$ cat src/rtl/pipelined_addsub.sv
// Pipelined adder/subtractor: a WIDTH-bit add split into STAGES ripple
// chunks of CHUNK bits, one chunk per register stage, with skewed operand
// and sum registers so each transaction exits with all bits aligned.
// A single global advance signal stalls or moves the whole pipeline.
module pipelined_addsub #(
  parameter int WIDTH = 16,
  parameter int CHUNK = 4
) (
  input  logic             clk,
  input  logic             rst,
  input  logic             in_valid,
  output logic             in_ready,
  input  logic [WIDTH-1:0] a,
  input  logic [WIDTH-1:0] b,
  input  logic             cin,
  input  logic             sub,
  output logic             out_valid,
  input  logic             out_ready,
  output logic [WIDTH-1:0] sum,
  output logic             cout,
  output logic             ovf
);

  localparam int STAGES = WIDTH / CHUNK;
  localparam int LAST   = STAGES - 1;

  if ((CHUNK < 1) || ((WIDTH % CHUNK) != 0)) begin : g_chunk_check
    $error("pipelined_addsub: WIDTH must be a positive multiple of CHUNK");
  end

  // One CHUNK-bit ripple slice; the top bit of the result is the carry out.
  function automatic logic [CHUNK:0] chunk_add(input logic [CHUNK-1:0] x,
                                               input logic [CHUNK-1:0] y,
                                               input logic             ci);
    return {1'b0, x} + {1'b0, y} + {{CHUNK{1'b0}}, ci};
  endfunction

  // Signed overflow: the carry into the MSB is recovered from the MSB
  // operand and sum bits, then compared with the carry out of the MSB.
  function automatic logic signed_ovf(input logic x_msb, input logic y_msb,
                                      input logic s_msb, input logic co);
    return (x_msb ^ y_msb ^ s_msb) ^ co;
  endfunction

  // Stage registers: valid, remaining operands (b already conditioned for
  // subtraction), partial sum and the carry handed to the next chunk.
  logic             vld_p [STAGES];
  logic [WIDTH-1:0] a_p   [STAGES];
  logic [WIDTH-1:0] b_p   [STAGES];
  logic [WIDTH-1:0] s_p   [STAGES];
  logic             c_p   [STAGES];
  logic             ovf_p;

  // Per-stage inputs (the predecessor's registers, or the ports for stage 0)
  // and the values each stage will capture on an advancing edge.
  logic             vld_src [STAGES];
  logic [WIDTH-1:0] a_src   [STAGES];
  logic [WIDTH-1:0] b_src   [STAGES];
  logic [WIDTH-1:0] s_src   [STAGES];
  logic             c_src   [STAGES];
  logic [CHUNK:0]   add_k   [STAGES];
  logic [WIDTH-1:0] s_nxt   [STAGES];
  logic             c_nxt   [STAGES];
  logic             ovf_nxt;

  logic adv;

  // The whole pipeline moves together whenever the output slot is free.
  assign adv       = !vld_p[LAST] | out_ready;
  assign in_ready  = adv;
  assign out_valid = vld_p[LAST];
  assign sum       = s_p[LAST];
  assign cout      = c_p[LAST];
  assign ovf       = ovf_p;

  // Route stage sources and compute each stage's chunk of the sum.
  always_comb begin
    for (int k = 0; k < STAGES; k++) begin
      vld_src[k] = 1'b0;
      a_src[k]   = '0;
      b_src[k]   = '0;
      s_src[k]   = '0;
      c_src[k]   = 1'b0;
    end

    // Subtraction is a + ~b + 1; cin is ignored in that mode.
    vld_src[0] = in_valid;
    a_src[0]   = a;
    b_src[0]   = sub ? ~b : b;
    s_src[0]   = '0;
    c_src[0]   = sub ? 1'b1 : cin;

    for (int k = 1; k < STAGES; k++) begin
      vld_src[k] = vld_p[k-1];
      a_src[k]   = a_p[k-1];
      b_src[k]   = b_p[k-1];
      s_src[k]   = s_p[k-1];
      c_src[k]   = c_p[k-1];
    end

    for (int k = 0; k < STAGES; k++) begin
      add_k[k] = chunk_add(a_src[k][k*CHUNK +: CHUNK],
                           b_src[k][k*CHUNK +: CHUNK], c_src[k]);
      s_nxt[k] = s_src[k];
      s_nxt[k][k*CHUNK +: CHUNK] = add_k[k][CHUNK-1:0];
      c_nxt[k] = add_k[k][CHUNK];
    end

    ovf_nxt = signed_ovf(a_src[LAST][WIDTH-1], b_src[LAST][WIDTH-1],
                         s_nxt[LAST][WIDTH-1], c_nxt[LAST]);
  end

  // Stage valid bits: cleared by reset, shifted on every advance.
  always_ff @(posedge clk) begin
    if (rst) begin
      for (int k = 0; k < STAGES; k++) vld_p[k] <= 1'b0;
    end else if (adv) begin
      for (int k = 0; k < STAGES; k++) vld_p[k] <= vld_src[k];
    end
  end

  // Stage data: only the visible output registers are cleared by reset.
  always_ff @(posedge clk) begin
    if (rst) begin
      s_p[LAST] <= '0;
      c_p[LAST] <= 1'b0;
      ovf_p     <= 1'b0;
    end else if (adv) begin
      for (int k = 0; k < STAGES; k++) begin
        a_p[k] <= a_src[k];
        b_p[k] <= b_src[k];
        s_p[k] <= s_nxt[k];
        c_p[k] <= c_nxt[k];
      end
      ovf_p <= ovf_nxt;
    end
  end

endmodule

$ cat config.mk
export PLATFORM = sky130hd
export DESIGN_NAME = pipelined_addsub
export DESIGN_NICKNAME = d
export VERILOG_FILES = /design/src/rtl/pipelined_addsub.sv
export SDC_FILE = /design/constraint.sdc
export NUM_CORES = 1
export LEC_CHECK = 0
export ABC_AREA = 1
export BUFFER_PORTS_ARGS = -buffer_cell sky130_fd_sc_hd__buf_4
export CAP_MARGIN = 20
export CORE_MARGIN = 2
export CORE_UTILIZATION = 45
export CTS_BUF_LIST = sky130_fd_sc_hd__clkbuf_8
export CTS_CLUSTER_SIZE = 25
export DETAILED_ROUTE_END_ITERATION = 12
export PLACE_DENSITY = 0.65
export SYNTH_ARGS = -nofsm -noshare
export SYNTH_HDL_FRONTEND = slang
export SYNTH_SLANG_ARGS = --single-unit
$ cat constraint.sdc
create_clock -name clk -period 4.25 [get_ports clk]
set_input_delay 0.2125 -clock clk [delete_from_list [all_inputs] [get_ports clk]]
set_output_delay 0.2125 -clock clk [all_outputs]
set_load 0.02 [all_outputs]
Word level (Yosys, flattened, before mapping)
Memories as Yosys holds them, arrays and structs flattened.
Cells that the tools add are included.
Widths: inputs -> output; s select.
- $add $sub $neg: 8
- muxes and demuxes: 13
- bitwise logic cells: 11
- reduce and logical (&&, ||, !) cells: 1
- operator list (kind ; number):
    $mux 16 ; 2
    $add 4x4->5 ; 4
    $add 5x1->5 ; 4
    $not 16->16 ; 1
    $mux 1 ; 11
    $or 1x1->1 ; 7
    $xor 1x1->1 ; 3
    $logic_not 1->1 ; 1
- bits in registers: 1
- RAM bits: 200
- memories: 5
- memory list (memory ; depth ; bits a word ; rd ports ; clocked after Yosys merged registers in ; wr ports ; line ; RTL):
    a_p ; 4 ; 16 ; 3 ; 0 ; 4 ; 48 ; logic [WIDTH-1:0] a_p [STAGES];
    b_p ; 4 ; 16 ; 3 ; 0 ; 4 ; 49 ; logic [WIDTH-1:0] b_p [STAGES];
    s_p ; 4 ; 16 ; 4 ; 0 ; 4 ; 50 ; logic [WIDTH-1:0] s_p [STAGES];
    c_p ; 4 ; 1 ; 4 ; 0 ; 4 ; 51 ; logic c_p [STAGES];
    vld_p ; 4 ; 1 ; 4 ; 0 ; 4 ; 47 ; logic vld_p [STAGES];

Longest topological paths before layout
An unclocked memory read counts as a cell.
- depth after elaboration: 7
- mapped depth: 8
- gate-level depth less buffers: 8

Least setup slack after synthesis
Ideal clock, no wire load.
- path type: reg-to-reg
- start: mem vld_p[3][0] (netlist: vld_p[0][3])
- end: mem s_p[3][14] (netlist: s_p[0][62]) (data pin)
- arrival time: 2.276 ns
- data required time: 4.101 ns
- setup slack: 1.825 ns
- stages on the path, launching flop included: 7
- path buffers: 1
- cell sequence: edfxtp_1 nand2_2 inv_2 nor2_4 inv_2 buf_6 nor3b_2
- RTL lines (item ; line):
    start: declaration ; 47
    end: declaration ; 50

==> out/results.txt <==
Final-report max-slew violation count -> 0
Final Non-Filler Cells -> 417
Share of cells above drive strength 1 -> 26.0%
Clock buffer depth -> 2
YS warnings -> 0
Routed Wire Length -> 5130 microns
Final min period -> 1.94 ns
Fin Clk Skew -> 0.00848 ns
Iteration count of the initial detailed-routing pass -> 4
IO Pins -> 58
Cells after synthesis -> 241
First DRT Iteration DRCs -> 86
Die ar. -> 9320 sq um
Final design utilization -> 55.5%
Wire per inst -> 12.3 microns
Num CTS Buffers -> 9
Antenna violations before repair -> 0
Synth area leader -> edfxtp_1
Clk Latency, worst-skew pair -> 0.35 ns
All-Layer GR Usage -> 12.6%
Hold_buf cts -> 0
Placed Instances -> 401
Crit path capture type -> flop
Kind of critical path -> reg2reg
Leak Pwr -> 1.92 nW
Largest net degree at the start of global routing -> 44
Peak fanout along the critical path -> 43
Crit path required time -> 4.23 ns
Cell row count -> 33
Met3 wire len -> 269 microns
Detailed-route via count -> 1,879
PD cells -> 434 nW/um^2
Post-DP HPWL -> 3490 microns
Vias per cell -> 4.51
Fmax -> 516 MHz
Critical path's largest stage delay -> 0.54 ns
PostCTS Resize Cnt -> 0
Sequential area share after synthesis -> 75.3%
Relative slew slack -> 42.9%
# fillers -> 701
Routability cong. -> 0.781
Post-Syn Area -> 3850 sq um
Fin crit share -> 45.6%
Synth cell types -> 20
Total negative slack -> 0 ns
Top sig layer -> met4
Actual slew at the worst max-slew pin -> 0.854 ns
Clk root buf -> clkbuf_8
RSZ-0062 raised after global routing -> false
Vias in the first global route -> 1,867
Dominant cells by area after synthesis -> edfxtp_1 75%, xor2_1 4.5%, fa_1 4.2%
CTS H-tree lvls -> 3
Most common cell after layout, fill and taps aside -> edfxtp_1
Met2 Routed Length -> 2560 microns
# diodes -> 0
Syn_nets -> 299
Global route overflow -> 0
Worst Setup Start Kind -> flop
CTS clk-pin slew, worst paths -> 0.09 ns
Die Wd -> 96.5 microns
CP cell instances -> nand2_2, inv_2, nor2_4, buf_4, buf_4
Most used cell along the critical path -> buf_4
Final hold vios -> 0
Max-Cap Viols -> 0
Synth Register Bits -> 97
Area grow syn2layout -> 19.0%
CTS tree -> done
PortBufs -> 57
Initial core utilization -> 46.7%
Antenna-violating nets left -> 0
Final #Nets -> 365
Most frequent cells in the layout -> 96 x edfxtp_1, 59 x buf_4, 30 x inv_1
First-pass GRT wire length -> 8490 microns
Top cell type's share of synthesized area -> 74.8%
Syn avg cell area -> 16.0 sq um
Max VDD drop -> 0.182 mV
CP max stage cell -> buf_4
Setup bufs post-CTS -> 0
Crit path DAT -> 1.92 ns
Hold_ws -> 0.0303 ns
CTS sink cnt -> 97
Placeable Area -> 8260 sq um
Die height -> 96.5 microns
Worst Hold Class -> in2reg
Final count of negative-setup-slack endpoints -> 0
DRT met1 WL -> 2150 microns
Total Power -> 0.00199 W
Status -> finished clean
Remaining DRCs -> 0
==> path summary, 6_finish.rpt <==
path                             startpoint         end  slack (ns)  cells past startpoint
worst min-delay path                   a[9]   a_p[0][9]        0.03                      1
worst max-delay path            vld_p[0][3]  s_p[0][20]        2.31                      5
worst max register to register  vld_p[0][3]  s_p[0][20]        2.31                      5
worst min register to register   s_p[0][20]  s_p[0][36]        0.42                      0
==> metrics by stage <==
step / area, sq um / setup WS [ns]
final: 4580 / 2.31
after global routing: 4580 / 2.17
after CTS: 4580 / 2.29
after detailed placement: 4400 / 2.23
after global placement: 4400 / 2.26
after floorplan: 3850 / 1.83
==> worst max-delay path, delay by kind of cell, from the launching register on <==
| kind | cells | cell delay [ns] |
|---|---|---|
| DFF | 1 | 0.41 |
| and+or+nand+nor | 2 | 0.16 |
| buffers and inverters | 3 | 0.98 |
==> power by group <==
group          switching, W  leakage (nW)  internal [W]
Sequential        0.0000272         0.986       0.00117
Clock              0.000292         0.102      0.000267
Combinational      0.000131         0.830      0.000105
Total              0.000450          1.92       0.00154
==> layout make-up <==
type	instances	area, sq um	share of cell area (%)
Sequential cell	97	2900	63.3
Multi-Input combinational cell	110	807	17.6
Timing Repair Buffer	59	443	9.66
Tap cell	105	131	2.87
Clock buffer	9	124	2.70
Inverter	30	113	2.46
Clock inverter	7	63.8	1.39
==> layer usage <==
metal | track usage, % | vias to the layer above
li1 | - | 954
met3 | 3.03 | 11
met5 | 0 | -
met2 | 20.3 | 54
met4 | 7.86 | 0
met1 | 15.3 | 860
==> synthesized netlist by cell type <==
cell type and n:
a21oi_1 8, buf_2 1, buf_4 2, buf_6 1, dfxtp_1 1, edfxtp_1 96, fa_1 8, ha_1 12
inv_1 28, inv_2 2, nand2_1 20, nand2_2 1, nand3_1 8, nor2_1 24, nor2_4 1, nor3b_2 1
o21ai_0 2, or2_2 3, xnor2_1 2, xor2_1 20
==> sequential cells by signal, summed over array words and instances (netlist names) <==
register,count
a_p,24
b_p,24
c_p,4
ovf,1
s_p,40
vld_p,4
==> kinds of logic (layout without fill, tap and decap cells) <==
logic type	after synthesis	in the layout	share of synthesized area [%]
flops	97	97	75.3
simple gates	58	58	6.59
buf+inv	34	105	3.73
xor+xnor	22	22	5.00
fa+ha+maj	20	20	8.05
compound gates	10	10	1.30
Note: power is estimated with default switching activity, not from simulation.
